**src/rtl/pipe_interlock_ctrl_pkg.sv**
```systemverilog
// rtl/pipe_interlock_ctrl_pkg.sv - shared types and constants for the pipeline interlock controller
package pipe_interlock_ctrl_pkg;

    typedef enum logic [1:0] {
        DIV_IDLE = 2'd0,
        DIV_BUSY = 2'd1,
        DIV_DONE = 2'd2
    } div_state_e;

    localparam logic [31:0] NOP_INSN       = 32'h0000_0000;
    localparam int          REG_AW_DEFAULT = 5;

endpackage

```
**src/rtl/pipe_interlock_ctrl_div_sequencer.sv**
```systemverilog
// rtl/pipe_interlock_ctrl_div_sequencer.sv - multi-cycle divider launch/busy/done sequencer
module pipe_interlock_ctrl_div_sequencer
    import pipe_interlock_ctrl_pkg::*;
#(
    parameter int DIV_CYCLES = 33
) (
    input  logic       clk,
    input  logic       resetn,
    input  logic       start_req_i,
    input  logic       flush_i,
    output logic       div_start_o,
    output logic       div_busy_o,
    output logic       div_done_o,
    output div_state_e state_o
);

    localparam int CNT_W = (DIV_CYCLES > 1) ? $clog2(DIV_CYCLES) : 1;
    localparam logic [CNT_W-1:0] CNT_LOAD = CNT_W'(DIV_CYCLES - 1);

    div_state_e       state_q, state_d;
    logic [CNT_W-1:0] cnt_q, cnt_d;
    logic             start_raw;
    logic             done_raw;

    always_ff @(posedge clk) begin
        if (!resetn) begin
            state_q <= DIV_IDLE;
            cnt_q   <= '0;
        end else begin
            state_q <= state_d;
            cnt_q   <= cnt_d;
        end
    end

    always_comb begin
        state_d   = state_q;
        cnt_d     = cnt_q;
        start_raw = 1'b0;
        done_raw  = 1'b0;
        case (state_q)
            DIV_IDLE: begin
                if (start_req_i && !flush_i) begin
                    start_raw = 1'b1;
                    state_d   = DIV_BUSY;
                    cnt_d     = CNT_LOAD;
                end
            end
            DIV_BUSY: begin
                if (cnt_q == '0) begin
                    state_d = DIV_DONE;
                end else begin
                    cnt_d = cnt_q - 1'b1;
                end
            end
            DIV_DONE: begin
                done_raw = 1'b1;
                state_d  = DIV_IDLE;
            end
            default: begin
                state_d = DIV_IDLE;
            end
        endcase
        // A flush aborts any divide in flight; its result is never reported.
        if (flush_i) begin
            state_d  = DIV_IDLE;
            cnt_d    = '0;
            done_raw = 1'b0;
        end
    end

    assign div_start_o = resetn & start_raw;
    assign div_busy_o  = resetn & (state_q != DIV_IDLE);
    assign div_done_o  = resetn & done_raw;
    assign state_o     = state_q;

endmodule

```
**src/rtl/pipe_interlock_ctrl.sv**
```systemverilog
// rtl/pipe_interlock_ctrl.sv - load-use / HI-LO interlock, EX bubble and stall counter for the 5-stage pipe
module pipe_interlock_ctrl
    import pipe_interlock_ctrl_pkg::*;
#(
    parameter int DIV_CYCLES = 33,
    parameter int REG_AW     = REG_AW_DEFAULT
) (
    input  logic              clk,
    input  logic              resetn,
    input  logic              de_valid,
    input  logic [REG_AW-1:0] de_rs,
    input  logic [REG_AW-1:0] de_rt,
    input  logic              de_use_rs,
    input  logic              de_use_rt,
    input  logic              de_is_hilo,
    input  logic              ex_valid,
    input  logic              ex_is_load,
    input  logic [REG_AW-1:0] ex_dest,
    input  logic              ex_is_div,
    input  logic              ex_flush,
    output logic              fe_stall,
    output logic              de_stall,
    output logic              ex_bubble,
    output logic              div_start,
    output logic              div_busy,
    output logic              div_done,
    output logic [31:0]       stall_count
);

    div_state_e  div_state;
    logic        load_use;
    logic        hilo_wait;
    logic        hazard;
    logic [31:0] stall_count_q, stall_count_d;

    pipe_interlock_ctrl_div_sequencer #(
        .DIV_CYCLES (DIV_CYCLES)
    ) u_div_seq (
        .clk         (clk),
        .resetn      (resetn),
        .start_req_i (ex_valid & ex_is_div),
        .flush_i     (ex_flush),
        .div_start_o (div_start),
        .div_busy_o  (div_busy),
        .div_done_o  (div_done),
        .state_o     (div_state)
    );

    // Only a load still in EX interlocks; MEM/WB values reach DE through the bypass.
    assign load_use = de_valid & ex_valid & ex_is_load & (ex_dest != '0) &
                      ((de_use_rs & (de_rs == ex_dest)) | (de_use_rt & (de_rt == ex_dest)));

    assign hilo_wait = de_valid & de_is_hilo &
                       ((div_state == DIV_BUSY) | (div_state == DIV_DONE));

    assign hazard    = load_use | hilo_wait;

    assign fe_stall  = resetn & ~ex_flush & hazard;
    assign de_stall  = resetn & ~ex_flush & hazard;
    assign ex_bubble = resetn & (ex_flush | hazard);

    always_comb begin
        stall_count_d = stall_count_q;
        if (de_stall) begin
            stall_count_d = stall_count_q + 32'd1;
        end
    end

    always_ff @(posedge clk) begin
        if (!resetn) begin
            stall_count_q <= '0;
        end else begin
            stall_count_q <= stall_count_d;
        end
    end

    assign stall_count = stall_count_q;

endmodule

```
**config.mk**
```make
export PLATFORM = sky130hd
export DESIGN_NAME = pipe_interlock_ctrl
export DESIGN_NICKNAME = d
export VERILOG_FILES = /design/src/rtl/pipe_interlock_ctrl_pkg.sv /design/src/rtl/pipe_interlock_ctrl_div_sequencer.sv /design/src/rtl/pipe_interlock_ctrl.sv
export SDC_FILE = /design/constraint.sdc
export NUM_CORES = 1
export LEC_CHECK = 0
export ABC_AREA = 1
export CAP_MARGIN = 5
export CORE_AREA = 3 3 90 92
export DETAILED_ROUTE_END_ITERATION = 12
export DIE_AREA = 0 0 93 95
export DONT_BUFFER_PORTS = 1
export MAX_ROUTING_LAYER = met4
export PLACE_DENSITY_LB_ADDON = 0.05
export REMOVE_ABC_BUFFERS = 1
export SKIP_CTS_REPAIR_TIMING = 1
export SLEW_MARGIN = 10
export SYNTH_ARGS = -nofsm -noshare
export SYNTH_HDL_FRONTEND = slang
export SYNTH_SLANG_ARGS = --single-unit
```
**constraint.sdc**
```tcl
create_clock -name clk -period 4.4 [get_ports clk]
set_input_delay 0.66 -clock clk [delete_from_list [all_inputs] [get_ports clk]]
set_output_delay 0.66 -clock clk [all_outputs]
set_load 0.01 [all_outputs]
```
==> metrics <==
Clk pin slew, worst setup/hold paths=0.08 ns; final setup margin=1.782 ns; Clock Latency Late Sink=0.29 ns; WL met1=2.980 mm; met2 routed WL=between 2 and 3 mm; area grow syn2layout=4.348%; Reg area=800.8 um2; post-route ant nets=0; first-pass GRT wire length=10.83 mm; DR vias=2424; area occupied by multi-input gates=1483 um2; total CTS buffers=5; final wirelength=roughly 6.2 mm; wire length per cell=12.09 um; fmax=about 0.38 GHz; r2r worst-path depth=10; Critical Path RT=3.74 ns; Yosys reg bits=40; layout cell share with drive strength beyond 1=~6.6%; worst-case vdd ir drop=around 0.09 mV; first drt pass iteration count=4; drt drc=0; post-synthesis sequential area ratio=~31%; Final Instance Count excl. Fillers=511; Vert. Die Dim=95 um; worst rel slew slack=between 50% and 60%; worst r2r src=stall_count[0]; post-synth top area share=31.27%; worst slack at placement=about 1.7 ns; Total GRT Usage=15.40%; initial antenna violation count=0; GP Congestion=0.7614; cell count after synthesis=approximately 420; Netlist cell types=24; Mapped Area=2561 um2; Slew Viols, Final=0; Min-Delay Path Depth=2; metal3 WL=~360 um; leading area contributor after synthesis=dfxtp_1; arrival time of the worst setup path=around 2.0 ns; synthesized area per cell=6.127 um2; row cnt=31; Setup crit start kind=input port; Via density=4.744; Die Area=8835 um2; Clock Path Buffers=2; number of flops mapped to enable cells by yosys=0; Layout Utilization=between 30% and 40%; HPWL after DPL=approximately 4.5 mm; Design Area, Final=roughly 2700 um2; NumNets Final=443; post-route setup TNS=0 ns; H-tree lvl count=2; setup violators final=0; Pwr Total=roughly 700 uW; vias in the first global route=around 2300; CP Max Fanout=64; Synth top cells by count=nand2_1, nor2_1, nand3_1, dfxtp_1, inv_1; I/O Pins=63; grt ovf=0; # diodes=0; min cycle time layout=2.618 ns; Leak=about 1.1 nW; final hold violation count=0; Starting DRT DRC Count=91; initial core utilization=35.12%; Hold WC Path Type=input port to flop; Crit Path Category=input port to output port; fill count=between 800 and 900; worst hold start=resetn; largest cells by area after synthesis=dfxtp_1, nand2_1, nor2_1; Slew @ Worst Pin=0.6349 ns; CTS tree=done; main flop type after synthesis=dfxtp_1; pin count of the biggest net entering global routing=between 60 and 70; WHS=0.4870 ns; outcome=complete, no violations; final clock skew=0.007393 ns; clk sink count=40; fin crit share=59.49%; Yosys warning count=0; asr flop ratio synth=0%; crit path capture type=output port; RSZ-0062 raised after global routing=no; PD cells=around 260 nW/um2; die width=93 um; core region area=7292 um2; worst r2r dst=stall_count[30]; R2R setup slack=2.57 ns; max cap viols=0; Root Buffer=clkbuf_8; placed inst area=2576 um2; IO buf count=0; Hold EP=stall_count[9]; DR top layer=met4; most common cell in the netlist=nand2_1; Inst Count DP=about 500
==> cell usage in the layout (no fill, tap or decap) <==
cell type	count
inv_1	40
nand3b_1	3
nor4_1	2
inv_2	5
nand3_2	2
a211oi_1	1
o21ai_0	4
nand2_2	2
xor2_1	2
ha_1	6
a21oi_1	38
nor2_1	77
nand4_1	3
nor3_2	4
nand3_1	46
nor2_2	5
dfxtp_1	40
nand2_4	2
nand2_1	114
nor3_1	9
clkbuf_8	7
==> report_power, final <==
group | leakage, nW | internal [mW] | switching (mW)
Combinational | 0.728 | 0.0240 | 0.0454
Clock | 0.0503 | 0.140 | 0.127
Sequential | 0.323 | 0.366 | 0.00294
Total | 1.10 | 0.530 | 0.176
==> kinds of logic after synthesis <==
| logic type | share of synthesized area, % |
|---|---|
| buffers and inverters | 10.84 |
| AOI/OAI and AO/OA | 8.500 |
| and+or+nand+nor | 45.77 |
| DFF | 31.27 |
| xor gates and xnor gates | 0.6841 |
| adders and majority gates | 2.931 |
==> registers in the layout, summed over array words and instances, names as in the netlist <==
register and cells:
stall_count 32, u_div_seq.cnt_q 6, u_div_seq.state_o 2
==> area by class of cell <==
| type | count | share of cell area (%) |
|---|---|---|
| Tap cell | 99 | 4.635 |
| Sequential cell | 40 | 29.96 |
| Clock buffer | 7 | 3.605 |
| Inverter | 45 | 6.320 |
| Multi-Input combinational cell | 320 | 55.48 |
==> layer usage <==
metal	track usage (%)	vias up
li1	-	1319
met1	20.10	1058
met2	23.82	45
met3	4.143	2
met4	3.663	0
met5	-	-
==> how the worst max path moves through the flow <==
stage	from	to	slack, ns
after floorplan	ex_dest[3]	de_stall	2.03
final	ex_dest[2]	de_stall	1.78
after CTS	ex_dest[3]	de_stall	1.74
after global routing	ex_dest[2]	de_stall	1.50
after global placement	ex_dest[2]	de_stall	1.81
after detailed placement	ex_dest[3]	de_stall	1.74
==> critical path, stage by stage <==
cell,delay (ns)
inv_1,0.05
nand2_1,0.06
nand2_1,0.04
nor2_1,0.09
nand3_1,0.08
nand2_1,0.08
nand2_2,0.06
nand2_4,0.45
nand2_1,0.15
inv_1,0.21
Power figures use the tool's default switching activity.
